==> config.mk <==
export PLATFORM = sky130hd
export DESIGN_NAME = shift_sequencer
export DESIGN_NICKNAME = d
export VERILOG_FILES = /design/src/rtl/shift_sequencer.sv
export SDC_FILE = /design/constraint.sdc
export NUM_CORES = 1
export LEC_CHECK = 0
export ABC_CLOCK_PERIOD_IN_PS = 3750
export CAP_MARGIN = 20
export CORE_ASPECT_RATIO = 1.25
export CORE_MARGIN = 8
export CORE_UTILIZATION = 45
export DETAILED_ROUTE_END_ITERATION = 10
export PLACE_DENSITY = 0.77
export SYNTH_ARGS = -nofsm -noshare
export SYNTH_HDL_FRONTEND = slang
export SYNTH_SLANG_ARGS = --single-unit
export TNS_END_PERCENT = 30
==> constraint.sdc <==
create_clock -name clock -period 3.75 [get_ports clock]
set_clock_uncertainty 0.15 [all_clocks]
set_input_delay 0.9375 -clock clock [delete_from_list [all_inputs] [get_ports clock]]
set_output_delay 0.9375 -clock clock [all_outputs]
set_load 0.03 [all_outputs]
==> src/rtl/shift_sequencer.sv <==
// shift_sequencer: multi-cycle 32-bit SLL/SRA/SRL unit. One fixed-distance
// stage (16, 8, 4, 2, 1) is applied per clock, chosen by the highest set
// bit of the remaining shift amount.
module shift_sequencer #(
  parameter int WIDTH = 32,
  parameter int SHW   = 5
) (
  input  logic             clock,
  input  logic             reset,
  input  logic             start,
  input  logic [1:0]       op,
  input  logic [WIDTH-1:0] data_in,
  input  logic [SHW-1:0]   shamt,
  output logic [WIDTH-1:0] result,
  output logic             result_ready,
  output logic             busy
);

  typedef enum logic {
    IDLE  = 1'b0,
    SHIFT = 1'b1
  } state_t;

  state_t           r_state;
  state_t           w_next_state;
  logic [WIDTH-1:0] r_acc;
  logic [SHW-1:0]   r_rem;
  logic [1:0]       r_op;
  logic [WIDTH-1:0] r_result;
  logic             r_ready;
  logic [SHW-1:0]   w_step;
  logic [WIDTH-1:0] w_shifted;

  // State register; reset returns to IDLE and aborts any shift.
  always_ff @(posedge clock) begin
    if (reset) r_state <= IDLE;
    else       r_state <= w_next_state;
  end

  // Next-state logic.
  always_comb begin
    w_next_state = r_state;
    case (r_state)
      IDLE:    if (start) w_next_state = SHIFT;
      SHIFT:   if (r_rem == '0) w_next_state = IDLE;
      default: w_next_state = IDLE;
    endcase
  end

  // Outputs decoded from state and registered datapath.
  always_comb begin
    busy         = (r_state == SHIFT);
    result       = r_result;
    result_ready = r_ready;
  end

  // One-hot mask of the highest set bit of the remaining amount; later
  // iterations overwrite earlier ones, so the MSB wins. Its value is also
  // the stage distance 2^k.
  always_comb begin
    w_step = '0;
    for (int unsigned i = 0; i < SHW; i++) begin
      if (r_rem[i]) begin
        w_step    = '0;
        w_step[i] = 1'b1;
      end
    end
  end

  // Apply the single selected fixed-distance stage in the latched direction.
  always_comb begin
    w_shifted = r_acc;
    for (int unsigned i = 0; i < SHW; i++) begin
      if (w_step[i]) begin
        case (r_op)
          2'b00:   w_shifted = r_acc << (1 << i);
          2'b01:   w_shifted = WIDTH'($signed(r_acc) >>> (1 << i));
          default: w_shifted = r_acc >> (1 << i);
        endcase
      end
    end
  end

  // Datapath: latch operands on accept, step the accumulator, publish result.
  always_ff @(posedge clock) begin
    if (reset) begin
      r_acc    <= '0;
      r_rem    <= '0;
      r_op     <= '0;
      r_result <= '0;
      r_ready  <= 1'b0;
    end else begin
      case (r_state)
        IDLE: begin
          r_ready <= 1'b0;
          if (start) begin
            r_acc <= data_in;
            r_rem <= shamt;
            r_op  <= op;
          end
        end
        SHIFT: begin
          if (r_rem != '0) begin
            r_acc <= w_shifted;
            r_rem <= r_rem & ~w_step;
          end else begin
            r_result <= r_acc;
            r_ready  <= 1'b1;
          end
        end
        default: r_ready <= 1'b0;
      endcase
    end
  end

endmodule

[After elaboration in Yosys (flattened, before gate mapping)]
Index checks and enable logic that the tools add are counted.
Word-level totals
  register bits: 73
  bits of input ports: 42
  logic and storage cells: 51
Cells by class
  eq/ne operators: 6
  multiplexer cells: 26
  bitwise operators: 4
  reductions and logical operators: 8
Operators with widths (number)
  $pmux 32 s2: 6
  $mux 32: 7
  $mux 5: 6
  $pmux 5 s2: 1
  $ne 2x2->1 const B: 3
  $ne 6x1->1 const B: 1
  $reduce_and 2->1: 3
  $and 5x5->5: 1
  $logic_not 5->1: 1
  $not 5->5: 1
  $reduce_bool 5->1: 1
  $mux 1: 4
  $pmux 1 s2: 2
  $reduce_and 4->1: 1
  $reduce_and 3->1: 1
  $eq 2x1->1 const B: 1
  $logic_not 2->1: 1
  $ne 2x1->1 const B: 1
  $not 1->1: 2

[Longest topological paths before layout]
Gate-level depths: netlist of run 1.
  depth in word-level cells: 12
  gate-level depth with buffers: 8
  mapped depth without buffers: 5

[Worst setup path after synthesis of run 1]
Ideal clock, no wire load.
  kind: in2reg
  start point: input port start
  end point: register r_acc[20]
  library setup time: 0.087 ns
  data arrival time: 2.103 ns
  required time: 3.513 ns
  setup slack: 1.410 ns
  stages on the path: 6
  buffers on the path: 3
  cell sequence: buf_2 nor2b_1 clkbuf_1 clkbuf_1 a21oi_1 o31ai_1
Between the ends
  word-level cells in the longest chain between the ends: 2
RTL lines
  start: declaration: line 10  | input logic start,
  $ne 2x2->1 (no source line)
  $reduce_and 3->1 (no source line)
  end signal: assignment: line 97  | r_acc <= data_in;
  end signal: assignment: line 104  | r_acc <= w_shifted;
  end: declaration: line 26  | logic [WIDTH-1:0] r_acc;
Every way passes these cells.
A chain may end at the register's enable or synchronous reset.

[Worst setup path after layout of run 1]
  start point: input port start
  end point: register r_acc[14]
Same word-level chain as after synthesis.

==> results.tsv, run 1 <==
stage	metric	value	unit
worst_setup_path	Worst Path Required	3.87	ns
layout	final std cells w/o fill	859	
synthesis	Async SR Flop Fraction	0	
cts	CTS Buffer Depth	2	
grt	global-route wire length before repair	34600	um
floorplan	# rows	43	
grt	GRT overflow	0	
place	post-placement cell count	843	
synthesis	Ys Warns	0	
grt	initial antenna violation count	0	
cts	Clk Latency, worst-skew pair	0.35	ns
place	dpl hpwl	15800	um
floorplan	die area	14700	sq um
floorplan	Horiz. Die Dim	110	um
cts	clock tree from TritonCTS	yes	
worst_setup_path	worst reg-to-reg path cell count	5	
worst_setup_path	Buf+Inv Stages, Crit Path	1	
worst_setup_path	cell mode on critical path	o21ai_0	
cts	CTS buffer count	9	
synthesis	top_reg_cell synth	dfxtp_1	
grt	vias in the first global route	5780	
drt	DR vias/cell	6.96	
worst_setup_path	Critical Path Sink Type	flop	
cts	Setup Buffers After CTS	0	
power_and_ir_drop	Pleak	2.02	nW
drt	antenna-violating nets left	0	
cts	CTS root buf	clkbuf_16	
sta	RSZ-0062 raised after global routing	no	
flow_run	Max Cap Viol	0	
power_and_ir_drop	peak supply drop	0.289	mV
worst_setup_path	Critical Path Max Stage Delay	0.75	ns
layout	area growth from synthesis to layout	22.1	%
status	status	complete, no violations	
sta	Final period util	0.782	
place	dpl cell area	5770	sq um
cts	H-tree levels	3	
synthesis	register area share after synthesis	0.293	
layout	antenna cell count	0	
layout	commonest non-fill, non-tap cell in the layout	nand2_1	
worst_setup_path	Critical Path AT	3.06	ns
cts	clk sinks	73	
worst_setup_path	worst r2r src	r_rem[3]	
sta	setup tns final	0	ns
worst_setup_path	Crit path max-delay family	simple AND/OR/NAND/NOR gates	
worst_setup_path	CP max stage cell	nor3_2	
worst_setup_path	worst-path maximum fanout	15	
synthesis	synthesized instance count	681	
synthesis	#FFs+latches synth	73	
grt	gr usage total	0.307	
drt	via count	5978	
cts	CTS Hold Bufs	0	
worst_setup_path	r2r endpoint	r_acc[14]	
layout	Nets	761	
drt	final WL	22700	um
floorplan	die height	134	um
layout	layout cells sized above 1	0.0994	
sta	Fmax	0.341	GHz
sta	Worst-Margin Slew	0.949	ns
drt	drt drc	0	
hold_path	Hold Crit Class	flop to flop	
synthesis	Synth cell types	66	
power_and_ir_drop	total chip power	2.65	mW
worst_setup_path	FF-to-FF setup slack	1.01	ns
floorplan	core region area	11000	sq um
place	port bufs	75	
layout	Final Util	0.555	
sta	Fin. Hold Viols	0	
worst_setup_path	worst path cell trace	clkdlybuf4s50_1 -> nor2_1 -> nor3_2 -> o21ai_0 -> o21ai_0	
synthesis	Avg Cell Area, Syn	7.32	sq um
synthesis	EDFF count, synth	0	
sta	Max-Slew Margin vs Limit	0.364	
drt	First DRT Iteration DRCs	717	
layout	Design Area, Final	6090	sq um
place	Setup Slack @ Placement	0.505	ns
sta	worst hold slack	0.306	ns
place	GPL Wtd Cong	1.01	
power_and_ir_drop	Power per Cell Area	435	nW/um^2
sta	Tmin final	2.93	ns
drt	WL/cell	26.4	um
floorplan	initial core utilization	0.454	
sta	Final Max Tran Viols	0	
drt	Pre-Repair DR Iteration Count	5	
hold_path	hold_sp	result[16]	
sta	post-layout worst setup margin	0.817	ns
synthesis	synthesized net count	723	
sta	final number of setup-violating endpoints	0	
worst_setup_path	CP startpoint kind	input pin	
hold_path	WHS Path Cells	2	
cts	post_cts resized	0	
layout	most frequent cells in the layout	128 x nand2_1, 89 x a21oi_1, 74 x clkdlybuf4s50_1	
grt	largest net degree at the start of global routing	47	
worst_setup_path	WS Path Type	input pin to flop	
floorplan	Boundary Pins	76	
hold_path	Hold Crit Endpoint	result[16]	
synthesis	Synth Cell Area	4990	sq um
cts	clock-pin slew on the worst setup and hold paths	0.06	ns
==> synthesized netlist by cell type (3+ instances only) <==
| master | number | share of area |
|---|---|---|
| a22o_1 | 8 | 0.014 |
| buf_4 | 4 | 0.0060 |
| a31oi_1 | 19 | 0.024 |
| nor3_1 | 4 | 0.0040 |
| nand3b_1 | 5 | 0.0075 |
| nand2_1 | 128 | 0.096 |
| o21a_1 | 14 | 0.021 |
| o211a_1 | 4 | 0.0080 |
| o31ai_1 | 9 | 0.014 |
| a211oi_1 | 11 | 0.017 |
| a221oi_1 | 5 | 0.0088 |
| buf_1 | 6 | 0.0045 |
| nor2_1 | 25 | 0.019 |
| a21oi_1 | 89 | 0.089 |
| a22oi_1 | 8 | 0.012 |
| o22ai_1 | 4 | 0.0050 |
| o211ai_1 | 10 | 0.015 |
| inv_1 | 6 | 0.0045 |
| mux2i_1 | 5 | 0.010 |
| dfxtp_1 | 73 | 0.29 |
| clkbuf_1 | 40 | 0.030 |
| o21ai_0 | 50 | 0.050 |
| nand3_1 | 19 | 0.019 |
| nor3b_1 | 3 | 0.0045 |
| or3b_2 | 9 | 0.016 |
| o41ai_1 | 3 | 0.0053 |
| mux4_2 | 7 | 0.032 |
| nor2b_1 | 7 | 0.0088 |
| a21boi_0 | 15 | 0.023 |
| a32oi_1 | 6 | 0.011 |
| buf_2 | 23 | 0.023 |
| a21o_1 | 5 | 0.0075 |
| nand2b_1 | 6 | 0.0075 |
| and3_1 | 4 | 0.0050 |
| o221ai_1 | 7 | 0.012 |
==> report_power, final <==
part | internal, mW | leakage, nW | switching [mW] | total (mW)
logic | 0.281 | 1.27 | 0.424 | 0.706
clock network | 0.585 | 0.145 | 0.363 | 0.948
registers | 0.836 | 0.597 | 0.156 | 0.992
==> area by class of cell <==
class | count | area (sq um)
timing repair buffer | 102 | 948
inverter | 6 | 22.5
clock inverter | 6 | 91.3
fill | 1092 | 4890
tap | 135 | 169
multi-input combinational | 527 | 3170
clock buffer | 10 | 229
sequential | 73 | 1460
==> flip-flops by register name (all words and copies together), names as in the netlist <==
register,count
r_op,2
busy,1
result_ready,1
r_rem,5
result,32
r_acc,32
==> worst max path at each step <==
| stage | startpoint | end | slack, ns | cells after the start |
|---|---|---|---|---|
| 2_1_floorplan | start | r_acc[20] | 1.41 | 6 |
| 3_3_place_gp | start | r_acc[28] | 0.65 | 5 |
| 3_5_place_dp | start | r_acc[28] | 0.50 | 5 |
| 4_1_cts | start | r_acc[28] | 0.85 | 5 |
| 5_1_grt | start | r_acc[5] | 0.61 | 5 |
| 6_report | start | r_acc[14] | 0.82 | 5 |
==> cell families after synthesis <==
logic type             count (synthesis)  share of synthesized area
flip-flops                            73                      0.293
buffers and inverters                 81                     0.0728
AND/OR/NAND/NOR                      223                      0.208
AO/OA/AOI/OAI                        291                      0.382
multiplexers                          13                     0.0439
==> tightest hold or removal path, delay by kind of cell, from the launching register on <==
kind | cells | cell delay, ns
DFF | 1 | 0.31
and+or+nand+nor | 1 | 0.05
AOI/OAI and AO/OA | 1 | 0.05
==> routing by layer <==
| metal | share of wire | track usage |
|---|---|---|
| met5 | 0 | 0 |
| met4 | 0.048 | 0.165 |
| met3 | 0.097 | 0.0459 |
| met2 | 0.47 | 0.475 |
| met1 | 0.39 | 0.398 |
(Power assumes the default switching activity.)
==> run 2, diff against run 1 <==
Settings changed: ABC_CLOCK_PERIOD_IN_PS 3750 to 2400, PLACE_DENSITY 0.77 to 0.8.
Clock period 3.75 ns to 2.4 ns, I/O delays scaled along.
==> run 2 against run 1 <==
Non-clock buffer count rose by 41. Via count rose by 1.4%. Final area is 6.2% higher. Cell count is 4.8% higher. Flip-flop and latch count unchanged.
==> results.tsv, run 2 (synthesis results as in run 1) <==
stage	metric	value	unit
drt	antenna-violating nets left	0	
cts	Setup Buffers After CTS	0	
worst_setup_path	FF-to-FF setup slack	0.14	ns
hold_path	Hold Crit Class	flop to flop	
power_and_ir_drop	peak supply drop	0.388	mV
power_and_ir_drop	Power per Cell Area	647	nW/um^2
sta	final number of setup-violating endpoints	0	
worst_setup_path	worst reg-to-reg path cell count	5	
floorplan	# rows	43	
worst_setup_path	worst r2r src	r_op[0]	
place	GPL Wtd Cong	0.988	
grt	vias in the first global route	5950	
layout	layout cells sized above 1	0.149	
worst_setup_path	r2r endpoint	r_acc[27]	
sta	Final Max Tran Viols	0	
hold_path	hold_sp	result[15]	
drt	via count	6061	
sta	Fmax	0.442	GHz
worst_setup_path	Critical Path Sink Type	flop	
grt	GRT overflow	0	
cts	CTS Hold Bufs	0	
layout	area growth from synthesis to layout	29.7	%
sta	Worst-Margin Slew	0.720	ns
drt	Pre-Repair DR Iteration Count	5	
layout	Multi-input gate area	3170	sq um
sta	RSZ-0062 raised after global routing	no	
status	status	complete, no violations	
drt	final WL	23400	um
power_and_ir_drop	Pint	2.70	mW
cts	Clk Latency, worst-skew pair	0.35	ns
place	dpl hpwl	16700	um
grt	global-route wire length before repair	35600	um
sta	worst hold slack	0.301	ns
power_and_ir_drop	combinational share of power	0.310	
layout	commonest non-fill, non-tap cell in the layout	nand2_1	
layout	Reg area	1460	sq um
power_and_ir_drop	P_sw	1.48	mW
sta	Max-Slew Margin vs Limit	0.515	
sta	Final period util	0.942	
floorplan	Horiz. Die Dim	110	um
layout	final std cells w/o fill	900	
layout	Design Area, Final	6470	sq um
power_and_ir_drop	Sw Share	0.354	
cts	post_cts resized	0	
power_and_ir_drop	part of the power in the clock network	0.339	
hold_path	WHS Path Cells	2	
worst_setup_path	WS Path Type	flop to flop	
worst_setup_path	worst-path maximum fanout	3	
cts	H-tree levels	3	
sta	Tmin final	2.26	ns
drt	DR vias/cell	6.73	
power_and_ir_drop	Pleak	2.25	nW
grt	gr usage total	0.322	
flow_run	Max Cap Viol	0	
cts	clock-pin slew on the worst setup and hold paths	0.06	ns
place	port bufs	75	
worst_setup_path	Worst Path Required	2.49	ns
layout	Filler cells	1035	
cts	CTS Buffer Depth	2	
floorplan	initial core utilization	0.454	
power_and_ir_drop	sequential share of power	0.351	
floorplan	Boundary Pins	76	
drt	drt drc	0	
layout	most frequent cells in the layout	128 x nand2_1, 89 x a21oi_1, 73 x clkdlybuf4s50_1	
layout	Nets	802	
sta	Fin. Hold Viols	0	
drt	WL/cell	26.0	um
floorplan	core region area	11000	sq um
cts	clock tree from TritonCTS	yes	
floorplan	die area	14700	sq um
grt	initial antenna violation count	0	
place	dpl cell area	6160	sq um
cts	CTS buffer count	9	
place	post-placement cell count	884	
worst_setup_path	Critical Path AT	2.35	ns
sta	setup tns final	0	ns
cts	clk sinks	73	
worst_setup_path	CP startpoint kind	flop	
hold_path	Hold Crit Endpoint	result[15]	
cts	CTS root buf	clkbuf_16	
grt	largest net degree at the start of global routing	48	
floorplan	die height	134	um
drt	First DRT Iteration DRCs	531	
layout	antenna cell count	0	
[run 2: cell count changes in the layout (fill, tap and decap cells not counted), sizes merged]
cell           change
buf               +42
bufinv             -1
clkbuf             +2
clkdlybuf4s50      -1
clkinv             +2
clkinvlp           -2
inv                -1
[run 2: worst max-delay path, cell delays in order, from the launching register on]
cell and delay (ns):
dfxtp_1 0.35, nor2_2 0.26, mux4_2 0.53, or3_1 0.32
a221o_1 0.35, a22o_1 0.19
[run 2: power groups by stage]
stage | Sequential (mW) | Combinational (mW) | Clock (mW)
after global routing | 1.47 | 1.38 | 1.48
after CTS | 1.46 | 1.27 | 1.43
after detailed placement | 1.48 | 1.26 | 0
after global placement | 1.48 | 1.26 | 0
after floorplan | 1.45 | 0.718 | 0
final | 1.47 | 1.30 | 1.42
[run 2: cell type report]
| class | instances | share of cell area |
|---|---|---|
| clock buffer | 12 | 0.0397 |
| clock inverter | 4 | 0.00793 |
| inverter | 6 | 0.00348 |
| multi-input combinational | 527 | 0.489 |
| sequential | 73 | 0.226 |
| tap | 135 | 0.0261 |
| timing repair buffer | 143 | 0.207 |
[run 2: per-layer routing]
layer	track usage	vias up	wire (um)
met5	0	-	0
met2	0.495	404	10800
li1	-	2685	-
met1	0.394	2855	8850
met4	0.203	0	1550
met3	0.0701	117	2240
[run 2: worst max-delay path by stage]
stage,start,to,depth (start not counted)
finish,r_op[0],r_acc[27],5
global route,r_op[0],r_acc[27],5
CTS,r_op[0],r_acc[27],5
detailed placement,start,r_acc[18],7
global placement,start,r_acc[22],7
floorplan,busy,r_acc[27],5
[run 2: metrics by stage]
step | setup slack [ns] | total power [mW] | utilization
after floorplan | 0.288 | 2.16 | -
after global placement | 0.0789 | 2.74 | 0.561
after detailed placement | -0.0512 | 2.75 | 0.561
after CTS | 0.138 | 4.16 | 0.589
after global routing | 0.0503 | 4.32 | 0.589
final | 0.139 | 4.18 | 0.589
==> run 3, diff against run 2 <==
Settings changed: CAP_MARGIN 20 to 10, CELL_PAD_IN_SITES_DETAIL_PLACEMENT from default to 1, CELL_PAD_IN_SITES_GLOBAL_PLACEMENT from default to 2, CORE_UTILIZATION 45 to 28, PLACE_DENSITY 0.8 to 0.86.
==> run 3 against run 2 <==
Die area up 52%. Highest routed layer unchanged. Register-to-register slack got worse by 0.11 ns. Largest power group is now the clock network. Critical path type unchanged. Via count is 1.0% lower. Clock power grew 15%.
==> results.tsv, run 3 (synthesis results as in run 1) <==
stage	metric	value	unit
cts	CTS buffer count	9	
layout	antenna cell count	0	
drt	Pre-Repair DR Iteration Count	7	
grt	gr usage total	0.228	
cts	H-tree levels	3	
cts	post_cts resized	0	
floorplan	# rows	54	
cts	Clk Latency, worst-skew pair	0.36	ns
floorplan	core region area	17400	sq um
worst_setup_path	r2r endpoint	r_acc[17]	
layout	final std cells w/o fill	997	
worst_setup_path	WS Path Type	flop to flop	
flow_run	Max Cap Viol	0	
floorplan	initial core utilization	0.286	
hold_path	Hold Crit Endpoint	result[28]	
worst_setup_path	Critical Path Sink Type	flop	
worst_setup_path	worst reg-to-reg path cell count	6	
sta	Final period util	0.989	
drt	drt drc	0	
layout	layout cells sized above 1	0.159	
place	post-placement cell count	981	
sta	Fin. Hold Viols	0	
sta	Tmin final	2.37	ns
worst_setup_path	CP startpoint kind	flop	
drt	final WL	25600	um
sta	Worst-Margin Slew	0.661	ns
sta	Fmax	0.421	GHz
sta	Max-Slew Margin vs Limit	0.558	
place	port bufs	75	
drt	via count	6000	
cts	clk sinks	73	
worst_setup_path	Critical Path AT	2.44	ns
floorplan	die height	165	um
power_and_ir_drop	Pleak	2.31	nW
drt	DR vias/cell	6.02	
sta	Final Max Tran Viols	0	
worst_setup_path	FF-to-FF setup slack	0.03	ns
layout	Nets	810	
floorplan	Horiz. Die Dim	135	um
floorplan	die area	22400	sq um
drt	antenna-violating nets left	0	
worst_setup_path	worst r2r src	r_rem[4]	
drt	First DRT Iteration DRCs	490	
place	dpl hpwl	18900	um
cts	Setup Buffers After CTS	0	
hold_path	WHS Path Cells	2	
hold_path	Hold Crit Class	flop to flop	
worst_setup_path	worst-path maximum fanout	11	
power_and_ir_drop	peak supply drop	0.316	mV
layout	commonest non-fill, non-tap cell in the layout	nand2_1	
sta	RSZ-0062 raised after global routing	no	
hold_path	hold_sp	result[28]	
cts	clock tree from TritonCTS	yes	
sta	setup tns final	0	ns
grt	largest net degree at the start of global routing	47	
layout	area growth from synthesis to layout	34.0	%
worst_setup_path	Worst Path Required	2.47	ns
grt	vias in the first global route	6309	
drt	WL/cell	25.7	um
floorplan	Boundary Pins	76	
grt	initial antenna violation count	0	
grt	global-route wire length before repair	38500	um
power_and_ir_drop	Power per Cell Area	666	nW/um^2
cts	clock-pin slew on the worst setup and hold paths	0.07	ns
sta	final number of setup-violating endpoints	0	
status	status	complete, no violations	
cts	CTS root buf	clkbuf_16	
place	GPL Wtd Cong	0.977	
cts	CTS Hold Bufs	0	
layout	most frequent cells in the layout	128 x nand2_1, 89 x a21oi_1, 73 x clkdlybuf4s50_1	
grt	GRT overflow	0	
cts	CTS Buffer Depth	2	
[run 3: cell count changes in the layout (fill, tap and decap cells not counted), sizes merged]
cell | previous run | this run
inv | 6 | 7
buf | 70 | 78
clkinv | 2 | 3
clkinvlp | 1 | 0
bufinv | 1 | 3
clkbuf | 12 | 9
[run 3: critical path, stage by stage, from the launching register on]
cell     delay [ns]
dfxtp_1        0.42
buf_4          0.24
or2_2          0.48
buf_4          0.23
a31oi_1        0.14
a31oi_1        0.12
o41ai_1        0.44
[run 3: worst max-delay path by stage]
stage,end,start,cells after the start
2_1_floorplan,r_acc[27],busy,5
3_3_place_gp,r_acc[25],start,7
3_5_place_dp,r_acc[25],start,7
4_1_cts,r_acc[10],r_rem[4],5
5_1_grt,r_acc[17],r_rem[4],6
6_report,r_acc[17],r_rem[4],6
[run 3: where the power goes]
group	switching, mW	internal, mW
Combinational	0.766	0.547
Clock	0.614	1.03
Sequential	0.190	1.31
[run 3: through the flow]
| stage | power, mW | utilization | worst slack (ns) | area (sq um) | hold slack (ns) |
|---|---|---|---|---|---|
| floorplan | 2.16 | - | 0.288 | 4990 | 0.309 |
| global placement | 2.78 | 0.363 | 0.0225 | 6330 | 0.292 |
| detailed placement | 2.80 | 0.363 | 0.0204 | 6330 | 0.299 |
| CTS | 4.45 | 0.384 | 0.0122 | 6690 | 0.308 |
| global route | 4.62 | 0.384 | 0.00375 | 6690 | 0.329 |
| finish | 4.45 | 0.384 | 0.0270 | 6690 | 0.305 |
[run 3: layout make-up]
type,instances,area [sq um]
Inverter,6,22.5
Fill cell,2103,10700
Sequential cell,73,1460
Clock buffer,9,225
Timing Repair Buffer,151,1400
Clock inverter,7,128
Tap cell,224,280
Multi-Input combinational cell,527,3170
[run 3: routing by layer]
layer / up-vias / GRT usage / routed length, um
met2: 270 / 0.391 / 12500
met3: 86 / 0.0454 / 1710
met4: 0 / 0.148 / 1390
met1: 2945 / 0.254 / 9930
li1: 2699 / - / -
met5: - / 0 / 0
